[src/rtl/mem_port_arbiter.sv]
// Arbitrates one fixed-latency single-ported memory between instruction fetch and data access.
// Data side wins by default; a streak limit forces a fetch grant after MAX_STREAK data grants.
module mem_port_arbiter #(
  parameter int ADDR_W     = 32,
  parameter int DATA_W     = 32,
  parameter int LATENCY    = 2,
  parameter int MAX_STREAK = 4
) (
  input  logic              clk,
  input  logic              reset,
  input  logic              if_req,
  input  logic [ADDR_W-1:0] if_addr,
  output logic [DATA_W-1:0] if_rdata,
  output logic              if_valid,
  input  logic              dm_req,
  input  logic              dm_we,
  input  logic [ADDR_W-1:0] dm_addr,
  input  logic [DATA_W-1:0] dm_wdata,
  output logic [DATA_W-1:0] dm_rdata,
  output logic              dm_valid,
  output logic              stall_if,
  output logic              stall_dm,
  output logic              mem_en,
  output logic              mem_we,
  output logic [ADDR_W-1:0] mem_addr,
  output logic [DATA_W-1:0] mem_wdata,
  input  logic [DATA_W-1:0] mem_rdata
);

  typedef enum logic [1:0] {IDLE, ISSUE, WAIT, DONE} state_t;

  localparam logic [3:0] LAT_LOAD   = 4'(LATENCY);
  localparam logic [3:0] STREAK_MAX = 4'(MAX_STREAK);

  state_t              state_reg, state_next;
  logic                owner_dm_reg, owner_dm_next;
  logic [3:0]          lat_cnt_reg, lat_cnt_next;
  logic [3:0]          streak_reg, streak_next;
  logic                mem_en_reg, mem_en_next;
  logic                mem_we_reg, mem_we_next;
  logic [ADDR_W-1:0]   mem_addr_reg, mem_addr_next;
  logic [DATA_W-1:0]   mem_wdata_reg, mem_wdata_next;
  logic [DATA_W-1:0]   if_rdata_reg, if_rdata_next;
  logic [DATA_W-1:0]   dm_rdata_reg, dm_rdata_next;
  logic                if_valid_reg, if_valid_next;
  logic                dm_valid_reg, dm_valid_next;
  logic                grant_dm;

  always_ff @(posedge clk) begin
    if (reset) begin
      state_reg     <= IDLE;
      owner_dm_reg  <= 1'b0;
      lat_cnt_reg   <= '0;
      streak_reg    <= '0;
      mem_en_reg    <= 1'b0;
      mem_we_reg    <= 1'b0;
      mem_addr_reg  <= '0;
      mem_wdata_reg <= '0;
      if_rdata_reg  <= '0;
      dm_rdata_reg  <= '0;
      if_valid_reg  <= 1'b0;
      dm_valid_reg  <= 1'b0;
    end else begin
      state_reg     <= state_next;
      owner_dm_reg  <= owner_dm_next;
      lat_cnt_reg   <= lat_cnt_next;
      streak_reg    <= streak_next;
      mem_en_reg    <= mem_en_next;
      mem_we_reg    <= mem_we_next;
      mem_addr_reg  <= mem_addr_next;
      mem_wdata_reg <= mem_wdata_next;
      if_rdata_reg  <= if_rdata_next;
      dm_rdata_reg  <= dm_rdata_next;
      if_valid_reg  <= if_valid_next;
      dm_valid_reg  <= dm_valid_next;
    end
  end

  always_comb begin
    state_next     = state_reg;
    owner_dm_next  = owner_dm_reg;
    lat_cnt_next   = lat_cnt_reg;
    streak_next    = streak_reg;
    mem_en_next    = 1'b0;
    mem_we_next    = mem_we_reg;
    mem_addr_next  = mem_addr_reg;
    mem_wdata_next = mem_wdata_reg;
    if_rdata_next  = if_rdata_reg;
    dm_rdata_next  = dm_rdata_reg;
    if_valid_next  = 1'b0;
    dm_valid_next  = 1'b0;
    grant_dm       = dm_req && !(if_req && (streak_reg == STREAK_MAX));

    case (state_reg)
      IDLE: begin
        if (if_req || dm_req) begin
          owner_dm_next = grant_dm;
          mem_en_next   = 1'b1;
          state_next    = ISSUE;
          if (grant_dm) begin
            mem_we_next    = dm_we;
            mem_addr_next  = dm_addr;
            mem_wdata_next = dm_wdata;
            // Streak only counts data grants that actually made a fetch wait.
            if (if_req && (streak_reg != STREAK_MAX)) streak_next = streak_reg + 4'd1;
            else if (!if_req)                         streak_next = '0;
          end else begin
            mem_we_next    = 1'b0;
            mem_addr_next  = if_addr;
            mem_wdata_next = '0;
            streak_next    = '0;
          end
        end
      end
      ISSUE: begin
        lat_cnt_next = LAT_LOAD;
        state_next   = WAIT;
      end
      WAIT: begin
        lat_cnt_next = lat_cnt_reg - 4'd1;
        // Counter reaches 1 in the cycle the memory presents read data.
        if (lat_cnt_reg == 4'd1) begin
          state_next = DONE;
          if (owner_dm_reg) begin
            dm_rdata_next = mem_rdata;
            dm_valid_next = 1'b1;
          end else begin
            if_rdata_next = mem_rdata;
            if_valid_next = 1'b1;
          end
        end
      end
      DONE: begin
        state_next = IDLE;
      end
      default: begin
        state_next = IDLE;
      end
    endcase
  end

  assign if_rdata  = if_rdata_reg;
  assign dm_rdata  = dm_rdata_reg;
  assign if_valid  = if_valid_reg;
  assign dm_valid  = dm_valid_reg;
  assign mem_en    = mem_en_reg;
  assign mem_we    = mem_we_reg;
  assign mem_addr  = mem_addr_reg;
  assign mem_wdata = mem_wdata_reg;
  assign stall_if  = if_req & ~if_valid_reg;
  assign stall_dm  = dm_req & ~dm_valid_reg;

endmodule

[config.mk]
export PLATFORM = sky130hd
export DESIGN_NAME = mem_port_arbiter
export DESIGN_NICKNAME = d
export VERILOG_FILES = /design/src/rtl/mem_port_arbiter.sv
export SDC_FILE = /design/constraint.sdc
export NUM_CORES = 1
export LEC_CHECK = 0
export CAP_MARGIN = 20
export CORE_MARGIN = 2
export CORE_UTILIZATION = 38
export CTS_CLUSTER_DIAMETER = 150
export DETAILED_ROUTE_END_ITERATION = 10
export GPL_ROUTABILITY_DRIVEN = 0
export PLACE_DENSITY = 0.87
export SYNTH_ARGS = -nofsm -noshare
export SYNTH_HDL_FRONTEND = slang
export SYNTH_SLANG_ARGS = --single-unit
export TNS_END_PERCENT = 1
[constraint.sdc]
create_clock -name clk -period 1.44 [get_ports clk]
set_input_delay 0.216 -clock clk [delete_from_list [all_inputs] [get_ports clk]]
set_output_delay 0.216 -clock clk [all_outputs]
set_load 0.05 [all_outputs]
==> flow_metrics.env <==
export IMPL_worst_skew_pair_late_latency_ns=0.42
export IMPL_routedWlPerCell_um=19.91
export IMPL_viasPerCell=5.761
export IMPL_route_met3_wl_um=1776
export IMPL_route_met2_wl_um=11820
export IMPL_crit_path_end="mem_addr[2]"
export IMPL_grt_pass1_vias=6097
export IMPL_clkSlewWorstSetupHoldPaths_ns=0.06
export IMPL_layout_nets=1091
export IMPL_synth_fp_nets=815
export IMPL_end_kind="flop"
export IMPL_drive_above_1_share=0.3364
export IMPL_worst_slew_pin_slew_ns=0.3610
export IMPL_dpl_hpwl_um=13620
export IMPL_grt_util_all_layers=0.2364
export IMPL_yosysSeqAreaShare=0.4882
export IMPL_status="finished, violations left"
export IMPL_r2r_start="streak_reg[0]"
export IMPL_crit_fanout=9
export IMPL_cts_hold_buf=0
export IMPL_clock_fmax_mhz=652.8
export IMPL_powerDensity_mw_per_mm2=1564
export IMPL_die_area_mm2=0.01644
export IMPL_core_mm2=0.01515
export IMPL_maxSlewViolCount=0
export IMPL_drt_iter0_markers=434
export IMPL_failed_checks="negative setup slack"
export IMPL_vias=6631
export IMPL_hp_class="input pin to flop"
export IMPL_fin_crit_ns=1.532
export IMPL_worstSetupPathType="flop to flop"
export IMPL_dr_pass1_iters=5
export IMPL_leakage_nw=4.166
export IMPL_crit_start="streak_reg[0]"
export IMPL_port_buffers=266
export IMPL_cts_tree="built"
export IMPL_final_util=0.7390
export IMPL_cts_buffers=17
export IMPL_rsz0062_at_grt="true"
export IMPL_grt_first_pass_wirelength_um=31050
export IMPL_clock_skew_ns=0.01142
export IMPL_area_delta_synth_final_pct=90.85
export IMPL_die_x_um=128.2
export IMPL_drc=0
export IMPL_preCtsSetupSlack_ns=-0.3252
export IMPL_grt_overflow=0
export IMPL_h_tree_depth=4
export IMPL_reg2reg_slack_ns=-0.09
export IMPL_root_buffer="clkbuf_16"
export IMPL_io_pins=267
export IMPL_cts_buffer_depth=2
export IMPL_dieHeight_um=128.2
export IMPL_final_setup_worst_slack_ns=-0.09187
export IMPL_final_antenna_net_count=0
export IMPL_ys_types=36
export IMPL_r2r_cells=7
export IMPL_ys_warn_count=0
export IMPL_slew_headroom=0.7584
export IMPL_row_count=45
export IMPL_syn_instance_count=675
export IMPL_fillers=979
export IMPL_initial_core_util=0.3872
export IMPL_maxUsedRoutingLayer="met4"
export IMPL_setup_viol_count_final=54
export IMPL_totalNegativeSetupSlack_ns=-1.349
export IMPL_grt_antenna_before_repair=0
export IMPL_clock_sinks=143
export IMPL_crit_arrival_ns=1.83
export IMPL_syn_cell_area_mm2=0.005864
export IMPL_regArea_mm2=0.002870
export IMPL_routed_wl_um=22920
export IMPL_critPathRequiredTime_ns=1.74
export IMPL_maxCapViolCount=0
export IMPL_grt_max_degree=54
export IMPL_hold_violations=0
export IMPL_antenna_cells=0
export IMPL_ys_ff_latch=143
export IMPL_multi_input_area_mm2=0.002999
export IMPL_fin_crit_sh=1.064
export IMPL_rr_endpoint="mem_addr[2]"
export IMPL_met1Wirelength_um=8569
export IMPL_max_vdd_ir_drop_mv=1.363
export IMPL_hold_ws_ns=0.1139
export IMPL_synth_area_per_cell_um2=8.688
export IMPL_cp_start_kind="flop"
==> worst min-delay path by stage <==
stage              endpoint  slack, ns  cells past startpoint           from
2_1_floorplan  dm_rdata[31]       0.36                      2  mem_rdata[31]
3_3_place_gp   dm_rdata[31]       0.46                      2   dm_rdata[31]
3_5_place_dp   if_rdata[15]       0.47                      2   if_rdata[15]
4_1_cts        state_reg[0]       0.09                      2          reset
5_1_grt        state_reg[0]       0.12                      2          reset
6_report       state_reg[0]       0.11                      2          reset
==> through the flow <==
step,instances,instance area [um2],total power [mW]
2_1_floorplan,675,5866,8.514
3_3_place_gp,1097,9744,11.60
3_5_place_dp,1097,9744,11.74
4_1_cts,1128,10460,16.56
5_1_grt,1151,11190,18.09
6_report,1151,11190,17.50
==> synth_stat cells <==
| cell type | n | share of area |
|---|---|---|
| dfxtp_1 | 143 | 0.49 |
| nor3_1 | 4 | 0.0034 |
| and4bb_1 | 1 | 0.0021 |
| nand4b_1 | 4 | 0.0060 |
| buf_4 | 14 | 0.018 |
| o21a_1 | 1 | 0.0013 |
| inv_1 | 8 | 0.0051 |
| a21oi_1 | 68 | 0.058 |
| o21ai_1 | 52 | 0.044 |
| nand2_1 | 4 | 0.0026 |
| a211oi_1 | 1 | 0.0013 |
| a311oi_2 | 12 | 0.031 |
| and3_1 | 1 | 0.0011 |
| a22oi_1 | 1 | 0.0013 |
| buf_1 | 5 | 0.0032 |
| or3b_1 | 1 | 0.0015 |
| nand4bb_1 | 2 | 0.0038 |
| nor2_1 | 70 | 0.045 |
| a2111oi_0 | 1 | 0.0015 |
| and2_1 | 1 | 0.0011 |
| a21o_1 | 1 | 0.0013 |
| inv_2 | 2 | 0.0013 |
| a311oi_1 | 21 | 0.031 |
| o31a_1 | 1 | 0.0015 |
| a31o_1 | 1 | 0.0015 |
| clkbuf_1 | 35 | 0.022 |
| and4b_1 | 1 | 0.0017 |
| ha_1 | 7 | 0.015 |
| nor3b_1 | 1 | 0.0013 |
| nor2b_1 | 2 | 0.0021 |
| nand3b_1 | 2 | 0.0026 |
| a32oi_1 | 34 | 0.051 |
| a31oi_1 | 2 | 0.0021 |
| buf_2 | 24 | 0.020 |
| o21ai_0 | 47 | 0.040 |
| nand3_1 | 100 | 0.085 |
==> cell type report <==
cell class,count,share of cell area
clock inverters,9,0.01397
flip-flops and latches,143,0.2565
clock buffers,22,0.04237
well taps,188,0.02102
multi-input cells,444,0.2680
inverters,10,0.003354
repair buffers,335,0.3949
==> cells by family (layout without fill, tap and decap cells) <==
family | after synthesis | count (layout) | synth area share
AND/OR/NAND/NOR | 194 | 194 | 0.1594
adder cells (fa/ha/maj) | 7 | 7 | 0.01493
flip-flops | 143 | 143 | 0.4882
AO/OA/AOI/OAI | 243 | 243 | 0.2671
buffers and inverters | 88 | 376 | 0.07041
==> worst max-delay path: stages, from the launching register on <==
cell	delay, ns
dfxtp_2	0.33
inv_2	0.05
ha_4	0.16
nand4b_1	0.20
buf_6	0.16
buf_6	0.15
nand3_1	0.10
a311oi_1	0.28
==> per-layer routing <==
| metal | vias up | global-route usage |
|---|---|---|
| met5 | - | 0 |
| met4 | 0 | 0.1054 |
| met3 | 62 | 0.07304 |
| met2 | 342 | 0.3986 |
| met1 | 3173 | 0.2758 |
| li1 | 3054 | - |
==> placed cells by master (no fill, tap or decap), types with 9 or more instances in the layout <==
cell type	netlist	layout
a21oi_2	0	16
nand3_2	0	16
dfxtp_1	143	137
nor2_1	70	69
buf_6	0	9
nand3_1	100	84
a21oi_1	68	52
o21ai_1	52	60
a32oi_2	0	15
a311oi_1	21	14
clkdlybuf4s50_1	0	130
a311oi_2	12	19
a32oi_1	34	19
buf_12	0	108
clkbuf_16	0	28
buf_4	14	76
o21ai_0	47	38
==> what timing repair did <==
item                       in CTS  in global routing
gates resized for setup        25                 72
setup endpoints to repair      91                135
buffers inserted                0                  6
gates cloned                    0                 17
pin swaps                       3                 69
==> power breakdown <==
group          switching (mW)  internal (mW)  total [mW]
combinational            4.11           3.61        7.71
sequential              0.538           4.51        5.04
clock                    1.71           3.04        4.75
total                    6.35           11.2        17.5
Power figures use the tool's default switching activity.
